--- src/rtl/uart_rx_pkg.sv ---
// Shared definitions for the UART receive path: gray-coded FSM states,
// default widths, the legal oversampling ratios and the 2-of-3 vote.
package uart_rx_pkg;

   typedef enum logic [2:0] {
      ST_IDLE   = 3'b000,
      ST_START  = 3'b001,
      ST_DATA   = 3'b011,
      ST_PARITY = 3'b010,
      ST_STOP   = 3'b110
   } rx_state_e;

   localparam int DEF_DATA_WIDTH     = 8;
   localparam int DEF_PRESCALE_WIDTH = 6;

   localparam int PRESCALE_8  = 8;
   localparam int PRESCALE_16 = 16;
   localparam int PRESCALE_32 = 32;

   function automatic logic maj3(input logic a, input logic b, input logic c);
      return (a & b) | (a & c) | (b & c);
   endfunction

endpackage

--- src/rtl/uart_rx_sampler.sv ---
// Per-bit edge counter and mid-bit 3-sample majority vote.
// The vote is registered, so it is usable from ec = P/2+2 onwards.
module uart_rx_sampler
   import uart_rx_pkg::*;
#(
   parameter int PRESCALE_WIDTH = DEF_PRESCALE_WIDTH
) (
   input  logic                      CLK,
   input  logic                      RST,
   input  logic                      i_clr,
   input  logic [PRESCALE_WIDTH-1:0] i_prescale,
   input  logic                      i_rx,
   output logic [PRESCALE_WIDTH-1:0] o_ec,
   output logic                      o_bit_tick,
   output logic                      o_sampled_bit
);

   logic [PRESCALE_WIDTH-1:0] r_ec;
   logic                      r_s0;
   logic                      r_s1;
   logic                      r_maj;
   logic [PRESCALE_WIDTH-1:0] w_half;
   logic                      w_tick;

   assign w_half = i_prescale >> 1;
   assign w_tick = (r_ec == i_prescale - PRESCALE_WIDTH'(1));

   always_ff @(posedge CLK or negedge RST) begin
      if (!RST) begin
         r_ec  <= '0;
         r_s0  <= 1'b1;
         r_s1  <= 1'b1;
         r_maj <= 1'b1;
      end else begin
         if (i_clr || w_tick) r_ec <= '0;
         else                 r_ec <= r_ec + PRESCALE_WIDTH'(1);
         if (r_ec == w_half - PRESCALE_WIDTH'(1)) r_s0 <= i_rx;
         if (r_ec == w_half)                      r_s1 <= i_rx;
         // Third sample is voted straight from the line, saving a flop.
         if (r_ec == w_half + PRESCALE_WIDTH'(1)) r_maj <= maj3(r_s0, r_s1, i_rx);
      end
   end

   assign o_ec          = r_ec;
   assign o_bit_tick    = w_tick;
   assign o_sampled_bit = r_maj;

endmodule

--- src/rtl/uart_rx_fsm.sv ---
// UART receiver: synchronizes RX_IN, walks start/data/parity/stop and
// hands each error-free byte downstream with a one-cycle Data_Valid.
module uart_rx_fsm
   import uart_rx_pkg::*;
#(
   parameter int DATA_WIDTH     = DEF_DATA_WIDTH,
   parameter int PRESCALE_WIDTH = DEF_PRESCALE_WIDTH
) (
   input  logic                      CLK,
   input  logic                      RST,
   input  logic                      RX_IN,
   input  logic                      PAR_EN,
   input  logic                      PAR_TYP,
   input  logic [PRESCALE_WIDTH-1:0] Prescale,
   output logic [DATA_WIDTH-1:0]     P_DATA,
   output logic                      Data_Valid,
   output logic                      par_err,
   output logic                      stp_err
);

   localparam int BC_WIDTH = $clog2(DATA_WIDTH + 2);

   rx_state_e                 r_state;
   rx_state_e                 w_next_state;
   logic                      r_sync1;
   logic                      r_sync2;
   logic [PRESCALE_WIDTH-1:0] r_prescale;
   logic                      r_par_en;
   logic                      r_par_typ;
   logic [BC_WIDTH-1:0]       r_bc;
   logic [DATA_WIDTH-1:0]     r_shift;
   logic [DATA_WIDTH-1:0]     r_pdata;
   logic                      r_par_mis;
   logic                      r_par_err;
   logic                      r_stp_err;
   logic [PRESCALE_WIDTH-1:0] w_ec;
   logic                      w_bit_tick;
   logic                      w_bit;
   logic                      w_sample_valid;
   logic                      w_start;
   logic                      w_conclude;

   always_ff @(posedge CLK or negedge RST) begin
      if (!RST) begin
         r_sync1 <= 1'b1;
         r_sync2 <= 1'b1;
      end else begin
         r_sync1 <= RX_IN;
         r_sync2 <= r_sync1;
      end
   end

   uart_rx_sampler #(
      .PRESCALE_WIDTH (PRESCALE_WIDTH)
   ) u_sampler (
      .CLK           (CLK),
      .RST           (RST),
      .i_clr         (r_state == ST_IDLE),
      .i_prescale    (r_prescale),
      .i_rx          (r_sync2),
      .o_ec          (w_ec),
      .o_bit_tick    (w_bit_tick),
      .o_sampled_bit (w_bit)
   );

   assign w_sample_valid = (w_ec == (r_prescale >> 1) + PRESCALE_WIDTH'(2));
   assign w_start        = (r_state == ST_IDLE) && !r_sync2;
   assign w_conclude     = (r_state == ST_STOP) && w_sample_valid;

   always_ff @(posedge CLK or negedge RST) begin
      if (!RST) r_state <= ST_IDLE;
      else      r_state <= w_next_state;
   end

   always_comb begin
      w_next_state = r_state;
      case (r_state)
         ST_IDLE:   if (!r_sync2) w_next_state = ST_START;
         ST_START: begin
            if (w_sample_valid && w_bit) w_next_state = ST_IDLE;
            else if (w_bit_tick)         w_next_state = ST_DATA;
         end
         ST_DATA:   if (w_bit_tick && r_bc == BC_WIDTH'(DATA_WIDTH))
                       w_next_state = r_par_en ? ST_PARITY : ST_STOP;
         ST_PARITY: if (w_bit_tick) w_next_state = ST_STOP;
         ST_STOP:   if (w_sample_valid) w_next_state = ST_IDLE;
         default:   w_next_state = ST_IDLE;
      endcase
   end

   // The accepted byte is forwarded during the pulse itself so a
   // downstream register sees it together with Data_Valid.
   always_comb begin
      Data_Valid = 1'b0;
      P_DATA     = r_pdata;
      if (w_conclude && w_bit && !r_par_mis) begin
         Data_Valid = 1'b1;
         P_DATA     = r_shift;
      end
   end

   always_ff @(posedge CLK or negedge RST) begin
      if (!RST) begin
         r_prescale <= '0;
         r_par_en   <= 1'b0;
         r_par_typ  <= 1'b0;
         r_bc       <= '0;
         r_shift    <= '0;
         r_pdata    <= '0;
         r_par_mis  <= 1'b0;
         r_par_err  <= 1'b0;
         r_stp_err  <= 1'b0;
      end else begin
         if (w_start) begin
            r_prescale <= Prescale;
            r_par_en   <= PAR_EN;
            r_par_typ  <= PAR_TYP;
            r_bc       <= '0;
            r_par_mis  <= 1'b0;
            r_par_err  <= 1'b0;
            r_stp_err  <= 1'b0;
         end else if (w_bit_tick) begin
            r_bc <= r_bc + BC_WIDTH'(1);
         end
         if (r_state == ST_DATA && w_sample_valid)
            r_shift <= {w_bit, r_shift[DATA_WIDTH-1:1]};
         if (r_state == ST_PARITY && w_sample_valid)
            r_par_mis <= w_bit != ((^r_shift) ^ r_par_typ);
         if (w_conclude) begin
            r_par_err <= r_par_mis;
            r_stp_err <= !w_bit;
            if (Data_Valid) r_pdata <= r_shift;
         end
      end
   end

   assign par_err = r_par_err;
   assign stp_err = r_stp_err;

endmodule

--- config.mk ---
export PLATFORM = sky130hd
export DESIGN_NAME = uart_rx_fsm
export DESIGN_NICKNAME = d
export VERILOG_FILES = /design/src/rtl/uart_rx_pkg.sv /design/src/rtl/uart_rx_sampler.sv /design/src/rtl/uart_rx_fsm.sv
export SDC_FILE = /design/constraint.sdc
export NUM_CORES = 1
export LEC_CHECK = 0
export ABC_AREA = 1
export ABC_CLOCK_PERIOD_IN_PS = 4400
export CORE_AREA = 2 2 61 91
export DETAILED_ROUTE_END_ITERATION = 6
export DIE_AREA = 0 0 63 93
export DONT_BUFFER_PORTS = 1
export GPL_TIMING_DRIVEN = 0
export PLACE_DENSITY = 0.69
export SYNTH_ARGS = -nofsm -noshare
export SYNTH_HDL_FRONTEND = slang
export SYNTH_SLANG_ARGS = --single-unit
--- constraint.sdc ---
create_clock -name CLK -period 4.4 [get_ports CLK]
set_input_delay 1.1 -clock CLK [delete_from_list [all_inputs] [get_ports CLK]]
set_output_delay 1.1 -clock CLK [all_outputs]
set_load 0.02 [all_outputs]
==> results.sh <==
export IMPL_cts_buffer_depth=2
export IMPL_dp_cells=399
export IMPL_fp_dieArea_sq_um=5859
export IMPL_core_rowCount=32
export IMPL_dr_total_vias=2108
export IMPL_final_cell_mix="74 x nand2_1, 40 x dfrtp_1, 38 x inv_1, 27 x nand3_1, 26 x nor2_1"
export IMPL_grt_pass1_wl_um=9163
export IMPL_r2r_slack_ps=2070
export IMPL_worst_pin_slew_ps=543.3
export IMPL_setup_tns_ps=0
export IMPL_clock_skew_ps=6.563
export IMPL_drc_errors=0
export IMPL_rr_worst_depth=9
export IMPL_final_setup_viol_count=0
export IMPL_cp_max_fo=6
export IMPL_areaGrowthSynthToFinish_pct=6.094
export IMPL_power_density_nw_per_um2=572.5
export IMPL_fp_dieW_um=63
export IMPL_layout_commonest_cell="nand2_1"
export IMPL_finalCriticalPeriod_ps=3765
export IMPL_hp_class="flip-flop to flip-flop"
export IMPL_grt_ovfl_total=0
export IMPL_worstPathRequired_ps=3300
export IMPL_cts_clk_slew_worst_paths_ps=80
export IMPL_place_gp_congestion=0.8980
export IMPL_nets=359
export IMPL_place_area_sq_um=2795
export IMPL_endpoint_kind="output pin"
export IMPL_startpoint_type="flip-flop"
export IMPL_crit_arrival_ps=2670
export IMPL_yosysWarnings=0
export IMPL_insertion_delay_ps=290
export IMPL_cts_setup_buffers=0
export IMPL_die_h_um=93
export IMPL_min_from="r_sync1"
export IMPL_post_drt_wl_per_cell_um=12.85
export IMPL_power_leakage_nw=1.376
export IMPL_synth_ff_type="dfrtp_1"
export IMPL_clock_sinks=45
export IMPL_finish_instance_area_sq_um=2875
export IMPL_cts_made_buffers=5
export IMPL_postCtsHoldBufs=0
export IMPL_whs_endpoint="r_sync2"
export IMPL_grt_use_total_pct=19.76
export IMPL_htreeDepth=2
export IMPL_r2r_end="r_pdata[4]"
export IMPL_synth_cell_type_count=30
export IMPL_fmax_mhz=265.6
export IMPL_r2r_start="r_prescale[2]"
export IMPL_n_antenna_cell=0
export IMPL_cts_tree="yes"
export IMPL_ys_seq_area_share_pct=41.78
export IMPL_synth_edff_count=0
export IMPL_finalWorstSetupSlack_ps=634.7
export IMPL_max_slew_margin_pct=63.78
export IMPL_grt_max_degree=46
export IMPL_netlist_area_sq_um=2710
export IMPL_worstSetupPathType="flip-flop to output pin"
export IMPL_wirelength_um=5230
export IMPL_hold_path_depth=0
export IMPL_grt_pass1_vias=2154
export IMPL_dp_hpwl_um=4014
export IMPL_syn_num_nets=352
export IMPL_initialDrtViolationCount=68
export IMPL_drtPass1Iterations=5
export IMPL_postSynth_asyncResetShare_pct=100.0
export IMPL_rsz0062_at_grt="no"
export IMPL_ys_ff_latch=45
export IMPL_fin_crit_sh_pct=85.57
export IMPL_ant_nets=0
export IMPL_syn_avg_cell_area_sq_um=8.188
export IMPL_grt_antenna_before_repair=0
export IMPL_clockRootBuffer="clkbuf_8"
export IMPL_peakVddDrop_v=0.0002439
export IMPL_layoutNonFillerInstCount=407
export IMPL_post_place_ws_ps=926.4
export IMPL_start_util_pct=53.30
export IMPL_portBuffers=0
export IMPL_vias_per_cell=5.179
export IMPL_drive_gt1_share_pct=14.45
export IMPL_finalHoldViolations=0
export IMPL_syn_inst=331
export IMPL_postCtsResizedCells=0
export IMPL_maxCapViolations=0
export IMPL_ios=22
export IMPL_finalMaxSlewViolations=0
export IMPL_status="complete, no violations"
export IMPL_coreArea_sq_um=5085
==> stage by stage <==
stage	util [%]	power [mW]	hold slack, ps
2_1_floorplan	-	1.242	345.2
4_1_cts	56.55	1.655	358.9
3_3_place_gp	54.97	1.385	346.5
6_report	56.55	1.646	358.0
5_1_grt	56.55	1.805	366.5
3_5_place_dp	54.97	1.408	347.3
==> area by class of cell <==
cell class / instances / area, sq um
sequential: 45 / 1132
tap: 68 / 85.08
fill: 485 / 2210
multi-input combinational: 235 / 1344
buffer: 9 / 76.32
inverter: 42 / 157.7
clock buffer: 8 / 80.08
==> how the worst max path moves through the flow <==
stage	end	cells past startpoint	slack, ps	from
floorplan	P_DATA[0]	9	1280	r_prescale[2]
global placement	P_DATA[0]	9	960	r_prescale[2]
detailed placement	P_DATA[0]	9	930	r_prescale[2]
CTS	P_DATA[0]	9	610	r_prescale[2]
global route	P_DATA[0]	9	470	r_prescale[2]
finish	P_DATA[0]	9	630	r_prescale[2]
==> per-layer routing <==
metal | up-vias | wire length [um] | track usage [%] | part of all wire, %
met5 | - | 0 | 0 | 0
met3 | 10 | 136 | 3.129 | 2.6
met2 | 26 | 2842 | 38.03 | 54
li1 | 1066 | - | - | -
met4 | 0 | 136 | 8.704 | 2.6
met1 | 1006 | 2115 | 20.74 | 40
==> synth_stat cells (2+ instances only) <==
library cell	instances	area share, %
ha_1	10	4.6
nand3_1	27	5.0
xor2_1	13	4.2
nand2_1	74	10
nor3b_1	2	0.55
nor2_1	26	3.6
clkbuf_1	2	0.28
nand2_4	2	0.83
dfrtp_1	40	37
inv_2	4	0.55
o21ai_0	21	3.9
dfstp_2	5	4.8
nor3_1	6	1.1
buf_6	5	2.1
inv_1	38	5.3
nand4_1	3	0.69
nand2_2	6	1.4
a21oi_1	11	2.0
xnor2_1	11	3.6
or2_2	2	0.46
o21ai_2	14	4.5
==> cells by family after synthesis <==
kind of cell | share of synthesized area [%]
AOI/OAI and AO/OA | 10.99
xor gates and xnor gates | 7.756
adders and majority gates | 4.617
buffers and inverters | 8.633
DFF | 41.78
muxes | 0.4155
and+or+nand+nor | 25.81
==> power by group <==
| group | internal, mW | switching [mW] |
|---|---|---|
| Sequential | 0.515 | 0.104 |
| Combinational | 0.301 | 0.482 |
| Clock | 0.113 | 0.131 |
==> registers in the layout (all words and copies together), names as in the netlist, 3 cells and up <==
name,flops
r_bc,4
r_pdata,8
r_prescale,6
r_shift,8
r_state,3
u_sampler.o_ec,6
==> critical path: stages (launching register included) <==
cell	delay, ps
dfrtp_1	490
inv_1	180
ha_1	340
xnor2_1	150
nand3_1	180
nor3_4	400
nand3_4	160
inv_1	210
nand2_1	90
nand2_1	180
(Power assumes the default switching activity.)
